**config.mk**
```make
export PLATFORM = sky130hd
export DESIGN_NAME = operand_fetch_stage
export DESIGN_NICKNAME = d
export VERILOG_FILES = /design/src/rtl/tsp16_pkg.sv /design/src/rtl/tsp16_regfile.sv /design/src/rtl/operand_fetch_stage.sv
export SDC_FILE = /design/constraint.sdc
export NUM_CORES = 1
export LEC_CHECK = 0
export ABC_AREA = 0
export BUFFER_PORTS_ARGS = -buffer_cell sky130_fd_sc_hd__buf_2
export CORE_ASPECT_RATIO = 0.75
export CORE_MARGIN = 2
export CORE_UTILIZATION = 30
export DETAILED_ROUTE_END_ITERATION = 8
export GPL_TIMING_DRIVEN = 1
export HOLD_SLACK_MARGIN = 0.1
export PLACE_DENSITY = 0.54
export SYNTH_ARGS = -nofsm -noshare
export SYNTH_HDL_FRONTEND = slang
export SYNTH_SLANG_ARGS = --single-unit
```
**constraint.sdc**
```tcl
create_clock -name clk -period 5.8 [get_ports clk]
set_input_delay 0.87 -clock clk [delete_from_list [all_inputs] [get_ports clk]]
set_output_delay 0.87 -clock clk [all_outputs]
set_load 0.005 [all_outputs]
```
**src/rtl/tsp16_pkg.sv**
```systemverilog
// Shared definitions for the tsp16 operand fetch stage and register file.
// Optional build macro: TSP16_ZERO_REG_EN (register 0 hardwired to zero).
package tsp16_pkg;

  localparam int XLEN = 16;
  localparam int NREGS = 8;

  typedef logic [XLEN-1:0] word_t;
  typedef logic [2:0] reg_addr_t;

  typedef enum logic [1:0] {
    TYPE_A = 2'b00,
    TYPE_M = 2'b01,
    TYPE_R = 2'b10,
    TYPE_B = 2'b11
  } itype_e;

  typedef enum logic [4:0] {
    OP_ADD   = 5'd0,
    OP_EQUAL = 5'd1,
    OP_OR    = 5'd2,
    OP_AND   = 5'd3,
    OP_MINUS = 5'd4
  } alu_op_e;

  localparam int TYPE_HI = 15;
  localparam int TYPE_LO = 14;
  localparam int OP_HI   = 13;
  localparam int OP_LO   = 9;
  localparam int RD_HI   = 8;
  localparam int RD_LO   = 6;
  localparam int RN_HI   = 5;
  localparam int RN_LO   = 3;
  localparam int RM_HI   = 2;
  localparam int RM_LO   = 0;

`ifdef TSP16_ZERO_REG_EN
  localparam bit ZERO_REG = 1'b1;
`else
  localparam bit ZERO_REG = 1'b0;
`endif

  // A write is "live" when it will actually change architectural state.
  // Writes to r0 are dropped when r0 is hardwired to zero.
  function automatic logic wr_live(input logic en, input reg_addr_t a);
    return en && !(ZERO_REG && (a == '0));
  endfunction

endpackage

```
**src/rtl/tsp16_regfile.sv**
```systemverilog
// 8-entry register file: two combinational read ports with write-through
// bypass and one write port. Ports: clk, rst, ra/rb addr+data, wb_en/addr/data.
// Honours TSP16_ZERO_REG_EN (r0 reads as zero, writes to r0 ignored).
module tsp16_regfile
  import tsp16_pkg::*;
#(
  parameter int                    DATA_WIDTH  = 16,
  parameter logic [DATA_WIDTH-1:0] RESET_VALUE = '0
) (
  input  logic                  clk,
  input  logic                  rst,
  input  reg_addr_t             ra_addr,
  output logic [DATA_WIDTH-1:0] ra_data,
  input  reg_addr_t             rb_addr,
  output logic [DATA_WIDTH-1:0] rb_data,
  input  logic                  wb_en,
  input  reg_addr_t             wb_addr,
  input  logic [DATA_WIDTH-1:0] wb_data
);

  logic [DATA_WIDTH-1:0] regs [NREGS];
  logic                  live;

  assign live = wr_live(wb_en, wb_addr);

  always_ff @(posedge clk or posedge rst) begin
    if (rst) begin
      for (int i = 0; i < NREGS; i++) begin
        regs[i] <= RESET_VALUE;
      end
    end else if (live) begin
      regs[wb_addr] <= wb_data;
    end
  end

  // Reads see the value the register will hold after this edge.
  always_comb begin
    ra_data = regs[ra_addr];
    if (ZERO_REG && (ra_addr == '0)) begin
      ra_data = '0;
    end else if (live && (wb_addr == ra_addr)) begin
      ra_data = wb_data;
    end
  end

  always_comb begin
    rb_data = regs[rb_addr];
    if (ZERO_REG && (rb_addr == '0)) begin
      rb_data = '0;
    end else if (live && (wb_addr == rb_addr)) begin
      rb_data = wb_data;
    end
  end

endmodule

```
**src/rtl/operand_fetch_stage.sv**
```systemverilog
// Operand fetch: accepts an instruction (valid/ready), reads rn/rm from the
// register file and holds instr/rn/rm for the ALU in one pipeline register.
// Ports: clk, rst, in_* handshake, out_* handshake, wb_* write port.
// Optional build macro: TSP16_ZERO_REG_EN.
module operand_fetch_stage
  import tsp16_pkg::*;
#(
  parameter int                    DATA_WIDTH  = 16,
  parameter logic [DATA_WIDTH-1:0] RESET_VALUE = 16'h0000
) (
  input  logic                  clk,
  input  logic                  rst,
  input  logic                  in_valid,
  output logic                  in_ready,
  input  logic [15:0]           in_instr,
  output logic                  out_valid,
  input  logic                  out_ready,
  output logic [15:0]           out_instr,
  output logic [DATA_WIDTH-1:0] out_rn,
  output logic [DATA_WIDTH-1:0] out_rm,
  input  logic                  wb_en,
  input  reg_addr_t             wb_addr,
  input  logic [DATA_WIDTH-1:0] wb_data
);

  logic                  accept;
  logic                  hold;
  logic                  live;
  logic                  hit_rn;
  logic                  hit_rm;
  reg_addr_t             rn_addr;
  reg_addr_t             rm_addr;
  logic [DATA_WIDTH-1:0] rn_data;
  logic [DATA_WIDTH-1:0] rm_data;

  assign in_ready = !out_valid || out_ready;
  assign accept   = in_valid && in_ready;
  assign hold     = out_valid && !out_ready;
  assign rn_addr  = in_instr[RN_HI:RN_LO];
  assign rm_addr  = in_instr[RM_HI:RM_LO];
  assign live     = wr_live(wb_en, wb_addr);
  assign hit_rn   = live && (wb_addr == out_instr[RN_HI:RN_LO]);
  assign hit_rm   = live && (wb_addr == out_instr[RM_HI:RM_LO]);

  tsp16_regfile #(
    .DATA_WIDTH  (DATA_WIDTH),
    .RESET_VALUE (RESET_VALUE)
  ) u_rf (
    .clk     (clk),
    .rst     (rst),
    .ra_addr (rn_addr),
    .ra_data (rn_data),
    .rb_addr (rm_addr),
    .rb_data (rm_data),
    .wb_en   (wb_en),
    .wb_addr (wb_addr),
    .wb_data (wb_data)
  );

  always_ff @(posedge clk or posedge rst) begin
    if (rst) begin
      out_valid <= 1'b0;
      out_instr <= '0;
      out_rn    <= '0;
      out_rm    <= '0;
    end else if (accept) begin
      out_valid <= 1'b1;
      out_instr <= in_instr;
      out_rn    <= rn_data;
      out_rm    <= rm_data;
    end else begin
      if (out_ready) begin
        out_valid <= 1'b0;
      end
      // Keep stalled operands coherent with the register file.
      if (hold && hit_rn) begin
        out_rn <= wb_data;
      end
      if (hold && hit_rm) begin
        out_rm <= wb_data;
      end
    end
  end

endmodule

```
==> flow_summary_export.csv <==
group,metric,value,unit
run_status,outcome,"finished clean",
clock_network,cts_resized,0,
yosys,synth_cells,685,
global_routing,overflow,0,
pwr,cellPowerDensity,343,nW/um^2
hold_path,hold_depth,2,
floorplan,floorplan.initialDensity,30.3,%
yosys,synth_top_family_by_area,"multiplexers",
yosys,ys_ff_latch,177,
yosys,synth_ff_type,"dfrtp_1",
worst_setup_path,worstPathMaxFanout,32,
timing,fin_crit_sh,54.0,%
yosys,synthSimpleGateAreaFrac,7.87,%
worst_setup_path,critPathCaptureType,"register",
clock_network,numCtsBuffers,17,
pwr,ir_worst_vdd,0.203,mV
timing,fin_crit,3130,ps
routing,viasPerCell,5.24,
worst_setup_path,start_kind,"input port",
hold_path,whs_endpoint,"out_instr[15]",
timing,fin_skew,11.1,ps
timing,timing.slew.headroom,15.2,%
hold_path,hold_path.class,"register to register",
clock_network,cts.sinks,177,
yosys,yosysWarnings,0,
yosys,synth_nets,725,
routing,drtPass1Iterations,5,
timing,setup-violations-final,0,
timing,finalSetupTns,0,ps
worst_setup_path,timing.rr.start,"out_valid",
routing,post_drt_wl_per_cell,22.0,um
final_layout,most-common-layout-cells,"177 x dfrtp_1, 128 x mux2_2, 89 x buf_2",
timing,rsz0062_at_grt,"no",
placement,placed_cells,1121,
routing,wirelength,25400,um
hold_path,min_from,"out_instr[15]",
routing,vias,6035,
clock_network,htreeDepth,4,
yosys,syn_avg_cell_area,13.8,sq um
pwr,p_leak,4.62,nW
yosys,synth_compound_area_share,5.29,%
worst_setup_path,path_class,"input port to register",
final_layout,diodes,0,
floorplan,core_region_area,31200,sq um
clock_network,cts_buffer_depth,2,
yosys,ys_async_sr_fraction,100,%
placement,dp_hpwl,15800,um
routing,drc,0,
final_layout,synthToLayoutAreaGrowth,12.9,%
clock_network,cts_tree,"done",
yosys,ys_seq_area_share,46.8,%
global_routing,grtUsageTotal,15.9,%
yosys,synth_cell_types,28,
timing,maxSlewViolCount,0,
timing,hold_viol,0,
worst_setup_path,ff2ff_setup_slack,3400,ps
worst_setup_path,cp.arrival,3470,ps
floorplan,ioPinCount,90,
final_layout,final_nets,774,
clock_network,hold_buffers,0,
worst_setup_path,r2r_end,"out_rm[14]",
yosys,synth_xor_area_share,1.27,%
timing,fmax,319,MHz
job,drv_cap,0,
yosys,muxShareOfSynthArea,33.8,%
floorplan,die-area,33000,sq um
floorplan,die_w,209,um
placement,io_buffers,89,
yosys,syn_area,9460,sq um
final_layout,finalNonFillerCells,1152,
timing,worst_slew_pin_slew,1270,ps
routing,ant_nets,0,
global_routing,grt_max_degree,90,
global_routing,grt_pass1_wl,39500,um
routing,first_iter_violations,465,
final_layout,final_common_cell,"dfrtp_1",
clock_network,root_buffer,"clkbuf_16",
clock_network,clkTransAtPathRegs,70,ps
clock_network,post_cts_buffers,0,
yosys,synthAdderAreaFrac,0,%
floorplan,rows,56,
global_routing,antenna_found_initial,0,
clock_network,clk_latency,430,ps
yosys,synth_edf_count,0,
final_layout,drive_gt1_share,48.4,%
worst_setup_path,required,6130,ps
floorplan,dieHeight,158,um
global_routing,grt_pass1_vias,6190,
placement,gp_congestion,0.733,
worst_setup_path,reg2reg_depth,5,
==> flip-flops by register name, indices dropped and copies added, names as in the netlist <==
signal     count
out_valid      1
u_rf.regs    128
out_rn        16
out_instr     16
out_rm        16
==> Yosys cell counts (10+ instances only) <==
cell type    n  share of area, %
mux4_2      64                15
buf_2       15              0.79
buf_4       10              0.79
xnor2_1     10              0.93
o31ai_2     20               2.6
and3_1      32               2.1
nand2_1     50               2.0
buf_6       17               2.0
buf_1       18              0.71
nand3_1     32               1.7
o31ai_1     12              0.95
mux2_2     128                15
dfrtp_1    177                47
a21oi_1     32               1.7
clkbuf_1    14              0.56
mux2i_1     32               3.4
==> metrics by stage <==
step | utilization, % | hold WS (ps) | area, sq um | power (mW) | setup slack [ps]
6_report | 34.3 | 468 | 10700 | 3.67 | 2670
5_1_grt | 34.3 | 500 | 10700 | 3.86 | 2480
4_1_cts | 34.3 | 476 | 10700 | 3.71 | 2720
3_5_place_dp | 32.4 | 458 | 10100 | 2.52 | 2290
3_3_place_gp | 32.4 | 453 | 10100 | 2.50 | 2370
2_1_floorplan | - | 470 | 9460 | 2.28 | 128
==> critical path: stages <==
cell,delay [ps]
buf_2,540
xnor2_1,200
nand4_1,990
and3_1,630
o31ai_2,230
==> logic make-up after synthesis <==
logic type / after synthesis
AOI/OAI and AO/OA: 64
xor gates and xnor gates: 12
buffers and inverters: 75
DFF: 177
muxes: 224
and+or+nand+nor: 133
==> how the worst max path moves through the flow <==
stage                           start            to  slack [ps]  depth (start not counted)
after floorplan                   rst  out_instr[0]         130                          1
after global placement    in_instr[4]     out_rn[0]        2370                          5
after detailed placement  in_instr[4]     out_rn[0]        2290                          5
after CTS                 in_instr[4]     out_rn[0]        2720                          5
after global routing      in_instr[4]     out_rn[0]        2480                          5
final                     in_instr[4]     out_rn[0]        2670                          5
==> metal layers <==
layer / vias to the layer above / routed length (um) / share of wire (%) / track usage [%]
met5: - / 0 / 0 / 0
met3: 21 / 1100 / 4.3 / 2.86
met2: 153 / 11700 / 46 / 25.6
met4: 0 / 408 / 1.6 / 4.05
li1: 2664 / - / - / -
met1: 3197 / 12100 / 48 / 22.4
==> report_power, final <==
part           internal [mW]  total, mW  switching, mW
registers               1.49       1.68          0.188
clock network          0.654       1.18          0.522
logic                  0.478      0.813          0.335
==> cell type report <==
cell class                 count  area [sq um]
fill                        3052         20500
multi-input combinational    433          4570
sequential                   177          4430
timing repair buffer         104           571
tap                          406           508
clock buffer                  18           439
clock inverter                13           153
inverter                       1          8.76
Power figures use the tool's default switching activity.
